File: config.mk
export PLATFORM = sky130hd
export DESIGN_NAME = sr_cmd_gen
export DESIGN_NICKNAME = d
export VERILOG_FILES = /design/src/rtl/sr_cmd_gen.sv
export SDC_FILE = /design/constraint.sdc
export NUM_CORES = 1
export LEC_CHECK = 0
export CAP_MARGIN = 25
export CORE_AREA = 3 3 40 42
export CTS_BUF_LIST = sky130_fd_sc_hd__clkbuf_8
export DETAILED_ROUTE_END_ITERATION = 10
export DIE_AREA = 0 0 43 45
export GPL_ROUTABILITY_DRIVEN = 0
export PLACE_DENSITY_LB_ADDON = 0.05
export SLEW_MARGIN = 20
export SYNTH_ARGS = -nofsm -noshare
export SYNTH_HDL_FRONTEND = slang
export SYNTH_SLANG_ARGS = --single-unit
File: constraint.sdc
create_clock -name clk -period 3.2 [get_ports clk]
set_input_delay 0.48 -clock clk [delete_from_list [all_inputs] [get_ports clk]]
set_output_delay 0.48 -clock clk [all_outputs]
set_load 0.01 [all_outputs]
File: src/rtl/sr_cmd_gen.sv
// sr_cmd_gen
//   Turns two raw, asynchronous push buttons (set and clear) into clean
//   single-cycle command pulses for a downstream SR flip-flop. Each button
//   goes through a 2-flop synchroniser and a counter-based debouncer. A
//   debounced rising edge then becomes one `s` or `r` pulse. The outputs
//   never assert S and R together: same-cycle or overlapping presses give
//   a `conflict` pulse instead.
//
// Parameters
//   DB_CYCLES  consecutive edges a synchronised input must disagree with
//              its debounced level before that level flips (1..2**CNT_W)
//   CNT_W      debounce counter width
//
// Ports
//   clk       in   single clock, rising edge
//   reset     in   asynchronous active-low reset
//   set_btn   in   raw set button (asynchronous, may bounce)
//   clr_btn   in   raw clear button (asynchronous, may bounce)
//   s         out  registered one-cycle set pulse
//   r         out  registered one-cycle reset pulse
//   conflict  out  registered one-cycle pulse when a press is suppressed

module sr_cmd_gen #(
    parameter int DB_CYCLES = 4,
    parameter int CNT_W     = 2
) (
    input  logic clk,
    input  logic reset,
    input  logic set_btn,
    input  logic clr_btn,
    output logic s,
    output logic r,
    output logic conflict
);

    localparam int CH_SET = 0;
    localparam int CH_CLR = 1;

    // Terminal count: the level flips on the edge where cnt already holds
    // DB_CYCLES-1, so the counter never has to reach DB_CYCLES and never wraps.
    localparam logic [CNT_W-1:0] DB_MAX = CNT_W'(DB_CYCLES - 1);

    logic [1:0]            btn_raw;
    logic [1:0]            sync1_q, sync1_d;
    logic [1:0]            sync2_q, sync2_d;
    logic [1:0]            db_q, db_d;
    logic [1:0]            db_prev_q, db_prev_d;
    logic [1:0][CNT_W-1:0] cnt_q, cnt_d;
    logic [1:0]            rise;
    logic                  s_q, s_d;
    logic                  r_q, r_d;
    logic                  conflict_q, conflict_d;

    assign btn_raw = {clr_btn, set_btn};

    always_comb begin
        sync1_d = btn_raw;
        sync2_d = sync1_q;
    end

    always_comb begin
        db_d  = db_q;
        cnt_d = cnt_q;
        for (int i = 0; i < 2; i++) begin
            if (sync2_q[i] == db_q[i]) begin
                cnt_d[i] = '0;
            end else if (cnt_q[i] == DB_MAX) begin
                db_d[i]  = sync2_q[i];
                cnt_d[i] = '0;
            end else begin
                cnt_d[i] = cnt_q[i] + 1'b1;
            end
        end
    end

    always_comb begin
        db_prev_d = db_q;
        rise      = db_q & ~db_prev_q;
    end

    // A rise is only turned into a command when the other channel was low on
    // the previous cycle. Otherwise the flip-flop would see S and R overlap.
    always_comb begin
        s_d        = 1'b0;
        r_d        = 1'b0;
        conflict_d = 1'b0;
        if (rise[CH_SET] && rise[CH_CLR]) begin
            conflict_d = 1'b1;
        end else if (rise[CH_SET]) begin
            if (db_prev_q[CH_CLR]) conflict_d = 1'b1;
            else                   s_d        = 1'b1;
        end else if (rise[CH_CLR]) begin
            if (db_prev_q[CH_SET]) conflict_d = 1'b1;
            else                   r_d        = 1'b1;
        end
    end

    always_ff @(posedge clk or negedge reset) begin
        if (!reset) begin
            sync1_q    <= '0;
            sync2_q    <= '0;
            db_q       <= '0;
            db_prev_q  <= '0;
            cnt_q      <= '0;
            s_q        <= 1'b0;
            r_q        <= 1'b0;
            conflict_q <= 1'b0;
        end else begin
            sync1_q    <= sync1_d;
            sync2_q    <= sync2_d;
            db_q       <= db_d;
            db_prev_q  <= db_prev_d;
            cnt_q      <= cnt_d;
            s_q        <= s_d;
            r_q        <= r_d;
            conflict_q <= conflict_d;
        end
    end

    assign s        = s_q;
    assign r        = r_q;
    assign conflict = conflict_q;

endmodule
* After elaboration in Yosys (flattened, before gate mapping)
Index checks and enable logic that the tools add are counted.
** Cells by class
- Bitwise logic cells :: 4
- Muxes and demuxes :: 16
- $add $sub $neg :: 2
- Reduce and logical (&&, ||, !) cells :: 3
- Equality and inequality tests :: 4
** Operator list (count)
- 1-bit 2-to-1 mux :: 12
- 2-bit 2-to-1 mux :: 4
- 2-bit by 1-bit adder with 2-bit output (second input constant) :: 2
- 2-bit equality test (second input constant) :: 2
- 2-bit AND reduction :: 2
- 2-bit bitwise AND :: 1
- 1-bit equality test :: 2
- 1-bit inverter :: 2
- 2-bit inverter :: 1
- 1-bit logical AND :: 1
** Word-level totals
- Input port bits :: 4
- Register bits :: 15

* Longest topological paths before layout
Gate-level depths: netlist of the first run.
- Depth in word-level cells :: 5
- Gate-level depth with buffers :: 2
- Gate-level depth less buffers :: 2

* Least setup slack after synthesis of the first run
OpenSTA, ideal clock, no wires.
- Kind :: flip-flop to flip-flop
- Start :: register cnt_q[0] in the netlist's numbering
- End :: register db_q[0] (netlist: db_prev_d[0])
- Cell stages (with the launch flop) :: 3
- Data required time :: 3.072 ns
- Buffers on the path :: 0
- Period minus slack after synthesis :: 1.012 ns
- Slack :: 2.188 ns
- Setup time :: 0.128 ns
- Data arrival time :: 0.884 ns
- Path through :: dfrtp_1 ha_1 mux2_1
** Between the ends
- Longest elaborated chain between the ends :: 2
** Ends and longest elaborated chain
- start, declared :: RTL line 48 : logic [1:0][CNT_W-1:0] cnt_q, cnt_d;
- start signal, assigned :: RTL line 113 : cnt_q <= cnt_d;
- 2-bit equality test :: RTL line 67 : end else if (cnt_q[i] == DB_MAX) begin
- 2-bit AND reduction (no line)
- end signal, assigned :: RTL line 102 : db_q <= '0;
- end signal, assigned :: RTL line 111 : db_q <= db_d;
- end, declared :: RTL line 46 : logic [1:0] db_q, db_d;
No other way between the ends.
A chain may end at the register's enable or synchronous reset.

* Final worst setup path of the first run
- Start :: register s_q (netlist: s)
- End :: output port s
** RTL lines
- start, declared :: RTL line 50 : logic s_q, s_d;
- start signal, assigned :: RTL line 105 : s_q <= 1'b0;
- start signal, assigned :: RTL line 114 : s_q <= s_d;
- end, declared :: RTL line 31 : output logic s,
No word-level cell between the ends.

==> reports/qor.yml, run 1 <==
worstHoldStart: "sync1_q[1]"
numClockSinks: 15
setup_viol: 0
cts_setup_buffers: 0
drtPass1Iterations: 2
irDropWorstVdd_mv: 0.330
cts-root-buf: "clkbuf_8"
required_ps: 2720
hold_violations: 0
die_h_um: 45
syn_area_um2: 502
tritoncts: "built"
crit_buf_inv: 1
ctsHoldBuffers: 0
cp_cell_sequence: "clkdlybuf4s50_1"
setup_tns_ps: 0
first_global_vias: 277
period_needed_ps: 1570
cap_violations: 0
cts_buffer_depth: 2
clk_pin_slew_worst_paths_ps: 50
critPathTopFamily: "buffers and inverters"
nNetsFinal: 46
grt_max_degree: 16
yosysTopAreaCell: "dfrtp_1"
core-area_um2: 1280
numPortBuffers: 6
drc: 0
io-pin-count: 7
yosys-top-cells-area: "dfrtp_1 75%, ha_1 5.0%, mux2_1 4.5%"
crit_slowest_cell: "clkdlybuf4s50_1"
cp-startpoint: "s"
path_class: "register to output port"
diodes: 0
h-tree-depth: 1
start_util_pct: 39.0
skew_ps: 0.885
cp_max_fo: 1
syn_inst: 29
final_cell_area_um2: 626
grt_pass1_wl_mm: 1.14
synth_warnings: 0
area_growth_pct: 24.7
design.die.area_um2: 1940
relSlewSlack_pct: 57.6
finalPower_uw: 568
routedWlPerCell_um: 11.2
overflow: 0
grtUsageTotal_pct: 8.18
synthDistinctLibCells: 9
final_layout_size_suffix_gt1_share_pct: 12.8
cp-end-kind: "output port"
power_density_nw_per_um2: 908
maxSlewViolCount: 0
num_rows: 13
die_w_um: 43
synth-seq-area-share_pct: 74.8
clkLatencyLatePin_ps: 230
synth_top_cell_area_share_pct: 74.8
via_count: 252
holdWs_ps: 351
hp-class: "register to register"
worst-slew-pin-transition_ps: 635
post_cts_resized: 0
antenna_found_initial: 0
timing.rr.start: "cnt_q[0]"
min_period_over_period_pct: 48.9
cts_inserted_buffers: 3
ys_seq_elements: 15
leakage_nw: 0.283
slowest_delay_ps: 530
routed_wl_um: 607
status: "completed"
antenna_left: 0
fmax_mhz: 639
arrival_ps: 1090
startpoint_type: "register"
viasPerCell: 4.67
rsz0062_at_grt: "no"
avgSynthCellArea_um2: 17.3
first_iter_violations: 3
place_area_um2: 581
nFillCells: 109
synth_fp_nets: 35
## power breakdown
| group | internal, mW | switching (mW) | total [mW] |
|---|---|---|---|
| logic | 0.0779 | 0.0495 | 0.127 |
| clock network | 0.0845 | 0.0553 | 0.140 |
| registers | 0.253 | 0.0487 | 0.301 |
## final timing paths
kind,slack [ps],endpoint,cells past startpoint
setup / recovery,1630,s,1
hold / removal,350,sync2_q[1],0
setup reg to reg,2140,db_prev_d[0],2
hold reg to reg,350,sync2_q[1],0
max in group asynchronous,2150,sync2_q[0],1
min in group asynchronous,640,s,1
## metal layers
metal | vias to the layer above | track usage, % | routed length (µm)
met2 | 7 | 13.5 | 306
met3 | 0 | 2.39 | 42
met1 | 125 | 9.30 | 258
met4 | 0 | 5.42 | 0
met5 | - | 0 | 0
li1 | 120 | - | -
## kinds of logic (layout without fill, tap and decap cells)
group	after synthesis	count (layout)	share of synthesized area, %
flip-flops	15	15	74.8
AND/OR/NAND/NOR	6	6	9.98
adder cells (fa/ha/maj)	2	2	4.99
AO/OA/AOI/OAI	2	2	2.24
XOR/XNOR	2	2	3.49
multiplexers	2	2	4.49
buffers and inverters	0	10	0
## area by class of cell
cell class	instances	area, µm²	area share [%]
flip-flops and latches	15	375	60.0
well taps	15	18.8	3.00
multi-input cells	14	126	20.2
clock inverters	1	3.75	0.600
clock buffers	3	41.3	6.60
repair buffers	6	60.1	9.60
## sequential cells by signal, summed over array words and instances (netlist names)
name,cells
db_prev_q,2
sync2_q,2
cnt_q,4
db_prev_d,2
sync1_q,2
r,1
conflict,1
s,1
## metrics by stage
stage               setup slack, ps  util, %  instances
floorplan                      2190        -         29
finish                         1630     48.7         54
detailed placement             1860     45.2         50
CTS                            1620     48.7         54
global route                   1580     48.7         54
global placement               1890     45.2         50
## worst register-to-register path, delay by kind of cell, from the launching register on
kind                       cells  cell delay, ps
adders and majority gates      1             240
muxes                          1             310
DFF                            1             390
## cell usage in the layout (no fill, tap or decap)
cell type	count
nor3_2	2
nor4b_1	2
nor2b_1	2
inv_1	1
mux2_1	2
xnor2_1	2
ha_1	2
a21oi_1	1
clkdlybuf4s50_1	6
dfrtp_1	15
clkbuf_8	3
o22ai_1	1
## cells in the mapped netlist
master	number
dfrtp_1	15
ha_1	2
mux2_1	2
nor2b_1	2
nor3_2	2
nor4b_1	2
xnor2_1	2
a21oi_1	1
o22ai_1	1
No activity file was read; power rests on OpenSTA's default activity.
==> run 2, diff against run 1 <==
==> constraint.sdc (replaced) <==
create_clock -name clk -period 1.4 [get_ports clk]
set_input_delay 0.21 -clock clk [delete_from_list [all_inputs] [get_ports clk]]
set_output_delay 0.21 -clock clk [all_outputs]
set_load 0.01 [all_outputs]
==> reports/qor.yml, run 2 (same netlist as run 1, synthesis figures left out) <==
place_area_um2: 588  # was 581 µm²
numClockSinks: 15  # unchanged
drtPass1Iterations: 1  # was 2
routed_wl_um: 669  # was 607 µm
crit_slowest_cell: "clkdlybuf4s50_1"  # unchanged
grtUsageTotal_pct: 8.71  # was 8.18%
skew_ps: 2.81  # was 0.885 ps
cts-root-buf: "clkbuf_8"  # unchanged
largest_register_ffs: 4  # unchanged
status: "completed"  # unchanged
share_comb_of_total_power_pct: 22.6  # was 22.4%
numPortBuffers: 6  # unchanged
diodes: 0  # unchanged
arrival_ps: 1090  # about the same
min_period_over_period_pct: 92.8
nNetsFinal: 47  # was 46
via_count: 267  # was 252
cts_inserted_buffers: 3  # unchanged
cp-end-kind: "output port"  # unchanged
fin_cells: 55  # was 54
hp-class: "input port to async pin"  # was register to register
antenna_left: 0  # unchanged
ctsHoldBuffers: 0  # unchanged
leakage_nw: 0.287  # was 0.283 nW
crit_buf_inv: 1  # unchanged
period_needed_ps: 1300
start_util_pct: 39.0  # unchanged
antenna_found_initial: 0  # unchanged
pwr-share-seq_pct: 52.9  # was 53.0%
cts_buffer_depth: 2  # unchanged
fin_ws_ps: 101  # was 1630 ps
critPathTopFamily: "buffers and inverters"  # unchanged
maxSlewViolCount: 0  # unchanged
drc: 0  # unchanged
swShare_pct: 27.3  # was 27.0%
area_growth_pct: 26.2  # was 24.7%
cap_violations: 0  # unchanged
first_global_vias: 288  # was 277
post_cts_resized: 0  # unchanged
holdWs_ps: 288  # was 351 ps
irDropWorstVdd_mv: 1.02  # was 0.330 mV
final_layout_size_suffix_gt1_share_pct: 15.0  # was 12.8%
num_rows: 13  # unchanged
setup_tns_ps: 0  # unchanged
startpoint_type: "register"  # unchanged
routedWlPerCell_um: 12.2  # was 11.2 µm
relSlewSlack_pct: 82.7  # was 57.6%
cts_setup_buffers: 0  # unchanged
die_h_um: 45  # unchanged
grt_pass1_wl_mm: 1.19  # was 1.14 mm
overflow: 0  # unchanged
io-pin-count: 7  # unchanged
cp_cell_sequence: "clkdlybuf4s50_1"  # unchanged
path_class: "register to output port"  # unchanged
fmax_mhz: 770
tritoncts: "built"  # unchanged
required_ps: 1190  # was 2720 ps
viasPerCell: 4.85  # was 4.67
rrSetupSlack_ps: 340  # was 2140 ps
first_iter_violations: 0  # was 3
p_int_uw: 951  # was 415 µW
rsz0062_at_grt: "no"  # unchanged
hold_violations: 0  # unchanged
clkLatencyLatePin_ps: 240  # was 230 ps
most-common-layout-cells: "15 x dfrtp_1, 6 x clkdlybuf4s50_1, 3 x clkbuf_8"  # unchanged
finalPower_mw: 1.31  # was 568 µW
final_cell_area_um2: 633  # was 626 µm²
h-tree-depth: 1  # unchanged
clk_pin_slew_worst_paths_ps: 60  # was 50 ps
layout_commonest_cell: "dfrtp_1"  # unchanged
setup_viol: 0  # unchanged
power_switching_uw: 358  # was 153 µW
grt_max_degree: 16  # unchanged
final_util_pct: 49.3  # was 48.7%
clkPwrFrac_pct: 24.5  # was 24.6%
die_w_um: 43  # unchanged
dp.cells: 51  # was 50
slowest_delay_ps: 530  # about the same
core-area_um2: 1280  # unchanged
dp_slack_ps: 335  # was 1860 ps
cp_max_fo: 1  # unchanged
design.die.area_um2: 1940  # unchanged
power_density_nw_per_um2: 2070  # was 908 nW/µm²
top_register: "cnt_q"  # unchanged
worst-slew-pin-transition_ps: 257  # was 635 ps
==> run 2: cell count changes in the layout (fill, tap and decap cells not counted) <==
cell	before	now
buf_4	0	1
==> run 2: power by group through the flow <==
stage               logic (mW)  registers (mW)  clock network [mW]
global route             0.321           0.716               0.359
finish                   0.296           0.693               0.321
global placement         0.280           0.684                   0
CTS                      0.305           0.697               0.334
detailed placement       0.301           0.704                   0
floorplan                0.173           0.689                   0
==> run 2: area by class of cell <==
cell class / count / area [µm²]
Clock inverter: 1 / 3.75
Fill cell: 114 / 652
Tap cell: 15 / 18.8
Clock buffer: 3 / 41.3
Sequential cell: 15 / 375
Timing Repair Buffer: 7 / 67.6
Multi-Input combinational cell: 14 / 126
==> run 2: routing by layer <==
layer  part of all wire (%)  GRT usage [%]  up-vias
li1                       -              -      123
met1                     40           8.83      135
met2                     53           15.0        7
met3                    6.3           2.39        2
met4                   0.60           7.23        0
met5                      0              0        -
==> run 2: worst paths after layout <==
path                                endpoint  cells past startpoint       start
worst max-delay path                conflict                      1    conflict
worst min-delay path                cnt_q[3]                      2       reset
worst max register to register  db_prev_d[1]                      2    cnt_q[2]
worst min register to register    sync2_q[1]                      0  sync1_q[1]
max in group asynchronous       db_prev_q[1]                      2       reset
min in group clk                  sync2_q[1]                      0  sync1_q[1]
==> run 3, diff against run 2 <==
--- a/config.mk
+++ b/config.mk
@@ -8,6 +8,7 @@
 export CAP_MARGIN = 25
 export CORE_AREA = 3 3 40 42
 export CTS_BUF_LIST = sky130_fd_sc_hd__clkbuf_8
+export CTS_CLUSTER_SIZE = 14
 export DETAILED_ROUTE_END_ITERATION = 10
 export DIE_AREA = 0 0 43 45
 export GPL_ROUTABILITY_DRIVEN = 0
==> results of run 3 <==
No change in the layout: final DEF, timing and power equal those of run 2.
==> patch 1: new RTL, flow settings as in run 3 <==
Make the reset (`reset`) synchronous in one clocked block. Comments in the files are not updated.
--- a/src/rtl/sr_cmd_gen.sv
+++ b/src/rtl/sr_cmd_gen.sv
@@ -96,5 +96,5 @@
     end
 
-    always_ff @(posedge clk or negedge reset) begin
+    always_ff @(posedge clk) begin
         if (!reset) begin
             sync1_q    <= '0;
Check against the original RTL: differs if reset is asserted again (counterexample within 10 cycles, from zero or initial values and one cycle with reset low); with reset held inactive, the same outputs for 10 cycles.
==> patch 1 against run 3 <==
- setup slack better by 0.021 ns
- die area stayed put
- area after synthesis is 0.75% higher
- sequential cell count stayed put
- wire length is 6.9% higher
- final area is 0.20% lower
- non-clock buffer count stayed put
- critical path type unchanged
Power is not compared: it rests on default switching activity, and its combinational part moved more than twofold at a synthesized area within 25%.
==> patch 1: results (changes against run 3) <==
Status
  – Outcome: completed

Layout
  – Multi-input comb cells: 24 (+10)
  – Nets: 57 (+21%)
  – Syn-to-layout area delta: 25.0%
  – ClkCell Share: 0.0713 (+0.000141)
  – Layout cells sized above 1: 0.120 (-0.0300)
  – Final std cells w/o fill: 65 (+18%)
  – Area occupied by multi-input gates: 200 um^2 (+58%)
  – FF/Latch Area: 300 um^2 (-20%)
  – Num sequential: 15 (unchanged)
  – Inverters: 0 (unchanged)
  – Buffer share of cell area: 0.107 (+0.000211)
  – Fillers: 128 (+12%)

Timing
  – Tightest Pin Transition: 0.258 ns (+0.00117 ns)
  – Worst hold margin: 0.432 ns (+0.145 ns)
  – Tcrit/Tclk final: 0.913 (-0.0148)
  – Layout Skew: 0.000662 ns (-0.00215 ns)

Detailed routing
  – Post-Route WL: 715 um (+6.9%)
  – M1 WL: 317 um (+18%)
  – DRT iter0 DRCs: 4 (+4)
  – Vias per Instance: 4.58 (-5.6%)
  – First drt pass iteration count: 2 (+1)
  – Wire length on met3: 39 um (-7.1%)
  – Metal2 WL: 358 um (+1.1%)
  – Top Layer Used: met3

Setup path
  – R2r setup slk: 0.40 ns (+0.06 ns)
  – R2R Path End: s
  – Crit path DAT: 1.07 ns (-0.02 ns)
  – Crit Reg-Reg Startpoint: db_prev_q[1]
  – Worst-path fanout max: 1 (unchanged)
  – R2r worst-path depth: 2 (unchanged)
  – Slowest stage delay, CP: 0.52 ns

Synth
  – Synth top area cells: dfxtp_1, and2_1, ha_1, nor3b_2, mux2i_1
  – Compound-gate portion of the synthesized area: 0.0248 (+0.00231)
  – Synth Area in Adders: 0.0495 (-0.000370)
  – Mapped Cells: 40 (+38%)
  – Post-synthesis sequential area ratio: 0.594 (-0.154)
  – Main synth FF type: dfxtp_1
  – Ys async rst share: 0 (-1.00)
  – Xor and xnor area share after synthesis: 0.0347 (-0.000259)
  – Synth unique cells: 14 (+5)
  – Post-synthesis mux area share: 0.0396 (-0.00528)
  – Synth Net Count: 46 (+31%)

Global routing
  – Met3 usage in global routing: 0.0478 (+0.0239)
  – M1 GR Usage: 0.0958 (+0.00751)
  – Initial antenna violation count: 0 (unchanged)
  – Vias in the first global route: 308 (+6.9%)
  – Largest net degree at the start of global routing: 14 (-2)
  – Total Routing Usage GR: 0.0922 (+0.00510)
  – Grt met2 use: 0.150 (unchanged)
  – First-pass GRT wire length: 1.28 mm (+7.6%)

Placed design
  – DP Area: 587 um^2 (-0.21%)
  – Cells after DPL: 61 (+20%)
  – Worst slack, placed: 0.0552 ns (-0.280 ns)

Hold path
  – Hold Path Sink: sync2_q[1]
  – Hold WC Path Type: flip-flop to flip-flop

Floorplan
  – Horiz. Die Dim: 43 um (unchanged)

Clock tree
  – Post-CTS Resized: 0 (unchanged)
  – H-tree depth: 1 (unchanged)
## patch 1: cells by family (layout without fill, tap and decap cells)
logic type,count (synthesis),after routing
AND/OR/NAND/NOR,16,16
flip-flops,15,15
adder cells (fa/ha/maj),2,2
AO/OA/AOI/OAI,2,2
XOR/XNOR,2,2
multiplexers,2,2
buffers and inverters,1,11
## patch 1: power by group through the flow
| stage | clock network, uW | registers (uW) | logic [uW] |
|---|---|---|---|
| 2_1_floorplan | 0 | 446 | 14.6 |
| 3_3_place_gp | 0 | 446 | 26.0 |
| 3_5_place_dp | 0 | 447 | 27.2 |
| 4_1_cts | 337 | 437 | 27.3 |
| 5_1_grt | 367 | 438 | 29.9 |
| 6_report | 323 | 437 | 26.8 |
## patch 1: worst max-delay path by stage
| stage | start | endpoint | cells past startpoint |
|---|---|---|---|
| global route | s | s | 1 |
| global placement | reset | s | 3 |
| CTS | s | s | 1 |
| floorplan | db_prev_q[1] | s | 2 |
| detailed placement | reset | s | 3 |
| finish | s | s | 1 |
==> patch 2: new RTL, config.mk and constraints of run 3 <==
Without the edit above. Register the inputs `set_btn` and `clr_btn` before use, with the module's reset. The logic sees them one clock later.
--- a/src/rtl/sr_cmd_gen.sv
+++ b/src/rtl/sr_cmd_gen.sv
@@ -41,4 +41,17 @@
     localparam logic [CNT_W-1:0] DB_MAX = CNT_W'(DB_CYCLES - 1);
 
+    logic set_btn_q;
+    logic clr_btn_q;
+
+    always_ff @(posedge clk or negedge reset) begin
+        if (!reset) begin
+            set_btn_q <= '0;
+            clr_btn_q <= '0;
+        end else begin
+            set_btn_q <= set_btn;
+            clr_btn_q <= clr_btn;
+        end
+    end
+
     logic [1:0]            btn_raw;
     logic [1:0]            sync1_q, sync1_d;
@@ -52,5 +65,5 @@
     logic                  conflict_q, conflict_d;
 
-    assign btn_raw = {clr_btn, set_btn};
+    assign btn_raw = {clr_btn_q, set_btn_q};
 
     always_comb begin
Behaviour: not the same (a bounded check fails within 10 cycles, from zero or initial values and one cycle with reset low).
==> patch 2 against run 3 <==
- sequential cell count is 2 higher
- area after synthesis up 10%
- setup slack got worse by 0.015 ns
- non-clock buffer count is the same
- wire length rose by 16%
- die area did not move
- power up 7.0%
- final area rose by 8.5%
- critical path type unchanged
==> patch 2: results (changes against run 3) <==
Status
  – Outcome: completed

Layout
  – Final std cells w/o fill: 57 (+3.6%)
  – Flip-flop count of the largest register after layout: 4 (unchanged)
  – Antenna cell count: 0 (unchanged)
  – Nets: 49 (+4.3%)
  – Layout cells sized above 1: 0.167 (+0.0167)
  – Largest Register: cnt_q

Synth
  – Yosys warns: 0 (unchanged)
  – Synth Net Count: 37 (+5.7%)
  – Synth top area cells: dfrtp_1, ha_1, mux2_1, nor4b_1, nor3b_2
  – Synth unique cells: 12 (+3)
  – Post-synthesis sequential area ratio: 0.767 (+0.0194)
  – Avg Inst Size Synth: 17.9 um^2 (+3.3%)
  – Main synth FF type: dfrtp_1
  – Ys async rst share: 1.00 (unchanged)

Setup path
  – CP max-delay cell: clkdlybuf4s50_1
  – Worst-path fanout max: 1 (unchanged)
  – Crit path DAT: 1.10 ns
  – Delay-heaviest family, CP: buffers and inverters

Clock tree
  – Post-CTS Setup Bufs: 0 (unchanged)
  – Worst-skew pair later-pin latency: 0.24 ns (about the same)
  – CTS clock-pin slew for the worst setup and hold paths: 0.06 ns (about the same)
  – Clock root cell: clkbuf_8
  – Num CTS Buffers: 3 (unchanged)
  – H-tree depth: 1 (unchanged)

Power
  – Peak VDD IR: 944 uV (-7.2%)
  – Pleak: 0.000313 uW (+9.1%)

Timing
  – Layout Skew: 0.00114 ns (-0.00167 ns)
  – Slew headroom: 0.795 (-0.0315)

Placed design
  – Worst slack, placed: 0.335 ns (+0.000522 ns)
  – Cells after DPL: 53 (+3.9%)
  – Post-DP HPWL: roughly 600 um
  – I/O Buffers: 6 (unchanged)

Global routing
  – Largest net degree at the start of global routing: 18 (+2)
  – Total Routing Usage GR: 0.107 (+0.0199)
  – Vias in the first global route: 344 (+19%)
  – First-pass GRT wire length: 1.41 mm (+19%)

Run
  – MaxCap Viol Count: 0 (unchanged)

Detailed routing
  – Routed WL per cell: 13.6 um (+11%)
  – Vias per Instance: 4.86 (+0.11%)
  – DRC: 0 (unchanged)
## patch 2: cell types whose count changed after synthesis
cell     delta
nor2b_1     -1
nor3_2      -1
and2_1      +1
nor3b_2     +1
xnor2_1     -1
xor2_1      +1
dfrtp_1     +2
## patch 2: area by class of cell
cell class | instances | area, um^2
sequential | 17 | 425
clock inverter | 1 | 5.00
fill | 106 | 598
timing repair buffer | 7 | 67.6
clock buffer | 3 | 41.3
multi-input combinational | 14 | 129
tap | 15 | 18.8
## patch 2: per-layer routing
layer | share of wire | GRT usage | up-vias
li1 | - | - | 127
met1 | 0.35 | 0.0969 | 141
met2 | 0.59 | 0.201 | 7
met3 | 0.056 | 0.0239 | 2
met4 | 0.0065 | 0.0904 | 0
met5 | 0 | 0 | -
## patch 2: logic make-up after synthesis
group | after synthesis | share of synthesized area
compound gates | 2 | 0.0203
flops | 17 | 0.767
mux | 2 | 0.0406
xor+xnor | 2 | 0.0316
fa+ha+maj | 2 | 0.0451
simple gates | 6 | 0.0948
## patch 2: power by group
part	internal, uW	switching, uW
combinational	180	115
sequential	638	117
clock	197	154
total	1020	386
## patch 2: through the flow
step	total power, uW	area, um^2
final	1400	687
after global routing	1500	687
after CTS	1420	687
after detailed placement	1070	641
after global placement	1020	641
after floorplan	920	554
## patch 2: worst paths after layout
| kind | from | to | slack, ns | cells past startpoint |
|---|---|---|---|---|
| max in group asynchronous | reset | db_prev_q[0] | 0.94 | 2 |
| max reg2reg | cnt_q[2] | db_prev_d[1] | 0.34 | 2 |
| min in group clk | sync1_q[1] | sync2_q[1] | 0.36 | 0 |
| min | reset | cnt_q[0] | 0.28 | 2 |
| max | conflict | conflict | 0.09 | 1 |
| min reg2reg | sync1_q[1] | sync2_q[1] | 0.36 | 0 |
